### src/rtl/pll_phase_pkg.sv
// Shared types for the PLL dynamic-phase controller: FSM state encoding and select-mask bit positions.
package pll_phase_pkg;

    typedef enum logic [2:0] {
        ST_PWRDN,
        ST_WAIT_LOCK,
        ST_IDLE,
        ST_SETUP,
        ST_ROT_HI,
        ST_ROT_LO,
        ST_LOAD,
        ST_DONE
    } state_t;

    localparam int SEL_W    = 3;
    localparam int SEL_OUT0 = 0;
    localparam int SEL_OUT2 = 1;
    localparam int SEL_OUT3 = 2;

    // States in which a phase request is actively driving the PLL port.
    function automatic logic in_request(input state_t s);
        return (s == ST_SETUP) || (s == ST_ROT_HI) || (s == ST_ROT_LO) || (s == ST_LOAD);
    endfunction

endpackage

### src/rtl/pll_lock_sync.sv
// Two-flop synchroniser bringing the asynchronous PLL lock indication into the fabric clock domain.
module pll_lock_sync (
    input  logic clk,
    input  logic reset,
    input  logic async_in,
    output logic sync_out
);

    logic meta;

    always_ff @(posedge clk) begin
        if (reset) begin
            meta     <= 1'b0;
            sync_out <= 1'b0;
        end else begin
            meta     <= async_in;
            sync_out <= meta;
        end
    end

endmodule

### src/rtl/pll_phase_shift_ctrl.sv
// Fabric-side initiator for the CCC PLL dynamic-phase port: power-up, lock qualification,
// rotate/load sequencing of phase-step requests and per-output phase offset tracking.
module pll_phase_shift_ctrl
    import pll_phase_pkg::*;
#(
    parameter int STEP_W         = 6,
    parameter int ACC_W          = 6,
    parameter int SETUP_CYCLES   = 2,
    parameter int PULSE_CYCLES   = 2,
    parameter int POWERUP_CYCLES = 16,
    parameter int LOCK_TIMEOUT   = 4096
) (
    input  logic              clk,
    input  logic              reset,
    input  logic              pd_req,
    input  logic              req_valid,
    output logic              req_ready,
    input  logic [SEL_W-1:0]  req_sel,
    input  logic              req_dir,
    input  logic [STEP_W-1:0] req_steps,
    output logic              done,
    output logic              err,
    output logic              locked,
    output logic [ACC_W-1:0]  phase0,
    output logic [ACC_W-1:0]  phase2,
    output logic [ACC_W-1:0]  phase3,
    input  logic              pll_lock,
    output logic              pll_powerdown_n,
    output logic              phase_out0_sel,
    output logic              phase_out2_sel,
    output logic              phase_out3_sel,
    output logic              phase_direction,
    output logic              phase_rotate,
    output logic              load_phase_n
);

    localparam int CNT_W = $clog2(LOCK_TIMEOUT + POWERUP_CYCLES + SETUP_CYCLES + PULSE_CYCLES + 1);

    localparam logic [CNT_W-1:0] PWR_LAST   = CNT_W'(POWERUP_CYCLES - 1);
    localparam logic [CNT_W-1:0] LOCK_LAST  = CNT_W'(LOCK_TIMEOUT - 1);
    localparam logic [CNT_W-1:0] SETUP_LAST = CNT_W'(SETUP_CYCLES - 1);
    localparam logic [CNT_W-1:0] PULSE_LAST = CNT_W'(PULSE_CYCLES - 1);

    function automatic logic [ACC_W-1:0] step_phase(input logic [ACC_W-1:0] p, input logic inc);
        return inc ? p + ACC_W'(1) : p - ACC_W'(1);
    endfunction

    logic lock_s;

    pll_lock_sync u_lock_sync (
        .clk      (clk),
        .reset    (reset),
        .async_in (pll_lock),
        .sync_out (lock_s)
    );

    state_t            state_q, state_nxt;
    logic [CNT_W-1:0]  cnt_q, cnt_nxt;
    logic [STEP_W-1:0] steps_q, steps_nxt;
    logic              pd_n_q, pd_n_nxt;
    logic              sel0_q, sel0_nxt;
    logic              sel2_q, sel2_nxt;
    logic              sel3_q, sel3_nxt;
    logic              dir_q, dir_nxt;
    logic              rot_q, rot_nxt;
    logic              load_n_q, load_n_nxt;
    logic              err_q, err_nxt;
    logic              locked_q, locked_nxt;
    logic [ACC_W-1:0]  ph0_q, ph0_nxt;
    logic [ACC_W-1:0]  ph2_q, ph2_nxt;
    logic [ACC_W-1:0]  ph3_q, ph3_nxt;
    logic              rot_enter;

    always_ff @(posedge clk) begin
        if (reset) begin
            state_q  <= ST_PWRDN;
            cnt_q    <= '0;
            steps_q  <= '0;
            pd_n_q   <= 1'b0;
            sel0_q   <= 1'b0;
            sel2_q   <= 1'b0;
            sel3_q   <= 1'b0;
            dir_q    <= 1'b0;
            rot_q    <= 1'b0;
            load_n_q <= 1'b1;
            err_q    <= 1'b0;
            locked_q <= 1'b0;
            ph0_q    <= '0;
            ph2_q    <= '0;
            ph3_q    <= '0;
        end else begin
            state_q  <= state_nxt;
            cnt_q    <= cnt_nxt;
            steps_q  <= steps_nxt;
            pd_n_q   <= pd_n_nxt;
            sel0_q   <= sel0_nxt;
            sel2_q   <= sel2_nxt;
            sel3_q   <= sel3_nxt;
            dir_q    <= dir_nxt;
            rot_q    <= rot_nxt;
            load_n_q <= load_n_nxt;
            err_q    <= err_nxt;
            locked_q <= locked_nxt;
            ph0_q    <= ph0_nxt;
            ph2_q    <= ph2_nxt;
            ph3_q    <= ph3_nxt;
        end
    end

    always_comb begin
        state_nxt  = state_q;
        cnt_nxt    = cnt_q;
        steps_nxt  = steps_q;
        pd_n_nxt   = pd_n_q;
        sel0_nxt   = sel0_q;
        sel2_nxt   = sel2_q;
        sel3_nxt   = sel3_q;
        dir_nxt    = dir_q;
        rot_nxt    = rot_q;
        load_n_nxt = load_n_q;
        err_nxt    = err_q;
        locked_nxt = locked_q;
        ph0_nxt    = ph0_q;
        ph2_nxt    = ph2_q;
        ph3_nxt    = ph3_q;
        rot_enter  = 1'b0;

        if (in_request(state_q) && !lock_s) begin
            // Lock lost mid-request: release the port, keep the steps already issued.
            state_nxt  = ST_WAIT_LOCK;
            cnt_nxt    = '0;
            sel0_nxt   = 1'b0;
            sel2_nxt   = 1'b0;
            sel3_nxt   = 1'b0;
            dir_nxt    = 1'b0;
            rot_nxt    = 1'b0;
            load_n_nxt = 1'b1;
            err_nxt    = 1'b1;
            locked_nxt = 1'b0;
        end else begin
            case (state_q)
                ST_PWRDN: begin
                    pd_n_nxt = 1'b0;
                    if (cnt_q == PWR_LAST) begin
                        cnt_nxt   = '0;
                        pd_n_nxt  = 1'b1;
                        state_nxt = ST_WAIT_LOCK;
                    end else begin
                        cnt_nxt = cnt_q + CNT_W'(1);
                    end
                end
                ST_WAIT_LOCK: begin
                    if (lock_s) begin
                        cnt_nxt    = '0;
                        locked_nxt = 1'b1;
                        state_nxt  = ST_IDLE;
                    end else if (cnt_q == LOCK_LAST) begin
                        cnt_nxt   = '0;
                        err_nxt   = 1'b1;
                        pd_n_nxt  = 1'b0;
                        state_nxt = ST_PWRDN;
                    end else begin
                        cnt_nxt = cnt_q + CNT_W'(1);
                    end
                end
                ST_IDLE: begin
                    if (!lock_s) begin
                        locked_nxt = 1'b0;
                        cnt_nxt    = '0;
                        state_nxt  = ST_WAIT_LOCK;
                    end else if (req_valid) begin
                        err_nxt = 1'b0;
                        if ((req_steps == '0) || (req_sel == '0)) begin
                            state_nxt = ST_DONE;
                        end else begin
                            sel0_nxt  = req_sel[SEL_OUT0];
                            sel2_nxt  = req_sel[SEL_OUT2];
                            sel3_nxt  = req_sel[SEL_OUT3];
                            dir_nxt   = req_dir;
                            steps_nxt = req_steps;
                            cnt_nxt   = '0;
                            state_nxt = ST_SETUP;
                        end
                    end
                end
                ST_SETUP: begin
                    if (cnt_q == SETUP_LAST) begin
                        cnt_nxt   = '0;
                        rot_nxt   = 1'b1;
                        rot_enter = 1'b1;
                        state_nxt = ST_ROT_HI;
                    end else begin
                        cnt_nxt = cnt_q + CNT_W'(1);
                    end
                end
                ST_ROT_HI: begin
                    if (cnt_q == PULSE_LAST) begin
                        cnt_nxt   = '0;
                        rot_nxt   = 1'b0;
                        steps_nxt = steps_q - STEP_W'(1);
                        state_nxt = ST_ROT_LO;
                    end else begin
                        cnt_nxt = cnt_q + CNT_W'(1);
                    end
                end
                ST_ROT_LO: begin
                    if (cnt_q == PULSE_LAST) begin
                        cnt_nxt = '0;
                        if (steps_q == '0) begin
                            load_n_nxt = 1'b0;
                            state_nxt  = ST_LOAD;
                        end else begin
                            rot_nxt   = 1'b1;
                            rot_enter = 1'b1;
                            state_nxt = ST_ROT_HI;
                        end
                    end else begin
                        cnt_nxt = cnt_q + CNT_W'(1);
                    end
                end
                ST_LOAD: begin
                    if (cnt_q == PULSE_LAST) begin
                        cnt_nxt    = '0;
                        load_n_nxt = 1'b1;
                        sel0_nxt   = 1'b0;
                        sel2_nxt   = 1'b0;
                        sel3_nxt   = 1'b0;
                        dir_nxt    = 1'b0;
                        state_nxt  = ST_DONE;
                    end else begin
                        cnt_nxt = cnt_q + CNT_W'(1);
                    end
                end
                ST_DONE: begin
                    state_nxt = ST_IDLE;
                end
                default: begin
                    state_nxt = ST_PWRDN;
                end
            endcase
        end

        // Phase offsets advance as each rotate pulse is launched.
        if (rot_enter) begin
            if (sel0_q) ph0_nxt = step_phase(ph0_q, dir_q);
            if (sel2_q) ph2_nxt = step_phase(ph2_q, dir_q);
            if (sel3_q) ph3_nxt = step_phase(ph3_q, dir_q);
        end

        // Power-down wins over everything; the PLL reloads its static phases on power-up.
        if (pd_req) begin
            if (in_request(state_q)) err_nxt = 1'b1;
            state_nxt  = ST_PWRDN;
            cnt_nxt    = '0;
            steps_nxt  = '0;
            pd_n_nxt   = 1'b0;
            sel0_nxt   = 1'b0;
            sel2_nxt   = 1'b0;
            sel3_nxt   = 1'b0;
            dir_nxt    = 1'b0;
            rot_nxt    = 1'b0;
            load_n_nxt = 1'b1;
            locked_nxt = 1'b0;
            ph0_nxt    = '0;
            ph2_nxt    = '0;
            ph3_nxt    = '0;
        end
    end

    assign req_ready       = (state_q == ST_IDLE) && lock_s;
    assign done            = (state_q == ST_DONE);
    assign err             = err_q;
    assign locked          = locked_q;
    assign phase0          = ph0_q;
    assign phase2          = ph2_q;
    assign phase3          = ph3_q;
    assign pll_powerdown_n = pd_n_q;
    assign phase_out0_sel  = sel0_q;
    assign phase_out2_sel  = sel2_q;
    assign phase_out3_sel  = sel3_q;
    assign phase_direction = dir_q;
    assign phase_rotate    = rot_q;
    assign load_phase_n    = load_n_q;

endmodule

### config.mk
export PLATFORM = sky130hd
export DESIGN_NAME = pll_phase_shift_ctrl
export DESIGN_NICKNAME = d
export VERILOG_FILES = /design/src/rtl/pll_phase_pkg.sv /design/src/rtl/pll_lock_sync.sv /design/src/rtl/pll_phase_shift_ctrl.sv
export SDC_FILE = /design/constraint.sdc
export NUM_CORES = 1
export LEC_CHECK = 0
export ABC_AREA = 1
export CAP_MARGIN = 20
export CELL_PAD_IN_SITES_DETAIL_PLACEMENT = 0
export CELL_PAD_IN_SITES_GLOBAL_PLACEMENT = 1
export CORE_ASPECT_RATIO = 0.7
export CORE_MARGIN = 5
export CORE_UTILIZATION = 35
export DETAILED_ROUTE_END_ITERATION = 7
export GPL_TIMING_DRIVEN = 0
export PLACE_DENSITY_LB_ADDON = 0.1
export SYNTH_ARGS = -nofsm -noshare
export SYNTH_HDL_FRONTEND = slang
export SYNTH_HIERARCHICAL = 1
export SYNTH_SLANG_ARGS = --single-unit
### constraint.sdc
create_clock -name clk -period 2.67 [get_ports clk]
set_clock_uncertainty 0.15 [all_clocks]
set_input_delay 0.267 -clock clk [delete_from_list [all_inputs] [get_ports clk]]
set_output_delay 0.267 -clock clk [all_outputs]
set_load 0.01 [all_outputs]
==> out/qor.txt <==
Routed WL per cell: 12.9 microns
Root Buffer: clkbuf_16
Critical Path Start Type: register
Hold Path Origin: u_lock_sync/meta
most numerous cell in the Yosys netlist: nand2_1
slew margin rel.: 0.535
Syn-to-layout area delta: 21.6%
Cells after Synth: 503
max-cap violations: 0
Top delay family on crit path: adder cells
sequential area share after synthesis: 0.303
# clock sinks: 51
first-pass GRT wire length: 14.6 mm
Internal: 1.14 mW
Final Hold Viols: 0
fillcell total: 1001
HPWL Detailed: 6.78 mm
CORE AREA: 9530 sq um
Syn Area/Cell: 6.71 sq um
number of synthesis warnings: 6
power density cells: 360 nW/um^2
largest net degree at the start of global routing: 19
H-Tree Depth: 2
crit path time final: 2.33 ns
Initial Util: 0.354
crit-path max FO: 18
Primary FF master, synth: dfxtp_1
drt pass-1 iters: 5
CP Capture Type: register
CTS resizes: 0
Unique masters post-synth: 38
hold crit path type: reg2reg
pre-CTS WS: 0.330 ns
RePlAce Congestion: 0.840
Buf+Inv Stages, Crit Path: 2
Reg2Reg Setup Slack: 0.34 ns
CP Class: reg2reg
Synth top cells by count: 125 x nand2_1, 68 x nor2_1, 62 x inv_1
met3 GRT Util: 0.0297
antenna violations before repair: 0
Global Route Usage Sum: 0.154
reg2reg end: phase3[5]
#FFs+latches synth: 51
CTS Hold Bufs: 0
later-pin clock latency in the skew report: 0.29 ns
largest cells by area after synthesis: dfxtp_1 30%, nand2_1 14%, nor2_1 7.6%, inv_1 6.9%, ha_1 5.9%
DIE HEIGHT: 92.1 microns
vias in the first global route: 2832
switching part of the total power: 0.225
Post-CTS Setup Bufs: 0
worst hold stages: 2
hold path endpoint: u_lock_sync/sync_out
Via density: 4.65
via count: 3173
std cell rows: 30
Comb pwr share: 0.049
most frequent CP cell: nand2_1
Routed Antenna Nets: 0
Die W: 127 microns
Synth top area share: 0.303
sequential share of power: 0.519
Nets: 587
Max Transition Viols Final: 0
Final period util: 0.874
Post-Route WL: 8.77 mm
most used routing layer: met1
cell chain of the critical path: inv_1, ha_1, nand2_1, nand2_1, nand2_1, nand3_1, nand2_1, nand2_1, inv_1, a21oi_1, nor2_1
Psw: 0.333 mW
r2r worst-path depth: 11
Initial DRC Count: 222
clk slew on worst S/H paths: 0.07 ns
fin util: 0.430
port bufs: 43
RSZ-0062 raised after global routing: false
LEAKAGE: 1.73 nW
Slowest cell on crit path: ha_1
status: complete, no violations
Clk pwr share: 0.432
number of remaining DRC errors: 0
die area: 11700 sq um
IO Count: 44
worst vdd ir: 192 uV
Synth area leader: dfxtp_1
Syn Nets: 537
reg-to-reg startpoint: phase_direction
share of cells above drive strength 1: 0.0866
ANT cells: 0
CP max stage delay: 0.52 ns
total gr overflow: 0
Num CTS Buffers: 5
GR Util met2: 0.217
clk buf depth: 2
EDFF count, synth: 0
grt met1 use: 0.237
worst slew pin tran: 0.697 ns
post-route setup slack: 0.337 ns
WP data required: 2.71 ns
share of synthesized registers carrying an async set or reset: 0
fmax: 429 MHz
Final Setup Violations: 0
TNS Setup: 0 ns
Arr. time, crit path: 2.38 ns
CTS tree: yes
Post-Syn Area: 3370 sq um
==> per-layer routing <==
layer,share of wire,wire (microns)
met2,0.39,3450
met1,0.55,4860
met3,0.043,376
met4,0.0088,77
met5,0,0
==> registers in the layout, summed over array words and instances (netlist names), 3 cells and up <==
name,flops
cnt_q,13
phase0,6
phase2,6
phase3,6
state_q,3
steps_q,6
==> how the worst max path moves through the flow <==
stage | from | endpoint | slack, ns | cells after the start
2_1_floorplan | phase_direction | phase2[5] | 0.69 | 11
3_3_place_gp | phase_direction | phase3[5] | 0.34 | 11
3_5_place_dp | phase_direction | phase3[5] | 0.33 | 11
4_1_cts | phase_direction | phase3[5] | 0.32 | 11
5_1_grt | phase_direction | phase0[5] | 0.08 | 11
6_report | phase_direction | phase3[5] | 0.34 | 11
==> final cells by class <==
type,instances,area [sq um],area share
multi-input cells,374,2040,0.497
flip-flops and latches,51,1020,0.249
repair buffers,43,430,0.105
inverters,73,277,0.0674
well taps,128,160,0.0390
clock buffers,7,133,0.0323
plain buffers,5,36.3,0.00885
clock inverters,1,5.00,0.00122
==> layout by cell type (no fill, tap or decap), drive strengths merged, types with 2 or more instances in the layout <==
cell and count:
nand2 134, clkdlybuf4s50 43, a21oi 30, xnor2 9, inv 69, xor2 9
nand3 36, clkbuf 8, fa 3, clkinv 5, a31oi 5, ha 16
buf 4, and3 2, dfxtp 51, nand4 14, nor3 3, nor2 83
o21ai 25
==> cell families after synthesis <==
logic type                 Yosys count  synth area share
AOI/OAI and AO/OA                   63            0.0987
buffers and inverters               78            0.0927
and+or+nand+nor                    274             0.382
xor gates and xnor gates            18            0.0467
adders and majority gates           19            0.0772
DFF                                 51             0.303
==> metrics by stage <==
step | instances | hold WS, ns | instance area [sq um] | total power [mW]
2_1_floorplan | 503 | 0.186 | 3370 | 0.817
3_3_place_gp | 674 | 0.249 | 3960 | 0.856
3_5_place_dp | 674 | 0.252 | 3960 | 0.856
4_1_cts | 682 | 0.268 | 4100 | 1.51
5_1_grt | 682 | 0.281 | 4100 | 1.55
6_report | 682 | 0.264 | 4100 | 1.48
==> power by group through the flow <==
| stage | clock, mW | sequential, mW | combinational [mW] |
|---|---|---|---|
| global route | 0.700 | 0.766 | 0.0806 |
| detailed placement | 0 | 0.783 | 0.0725 |
| global placement | 0 | 0.783 | 0.0721 |
| floorplan | 0 | 0.783 | 0.0343 |
| finish | 0.638 | 0.766 | 0.0719 |
| CTS | 0.669 | 0.766 | 0.0727 |
==> tightest hold or removal path, delay by kind of cell (launching register included) <==
kind | cells | cell delay (ns)
and+or+nand+nor | 1 | 0.03
buffers and inverters | 1 | 0.04
DFF | 1 | 0.30
Note: power is estimated with default switching activity, not from simulation.
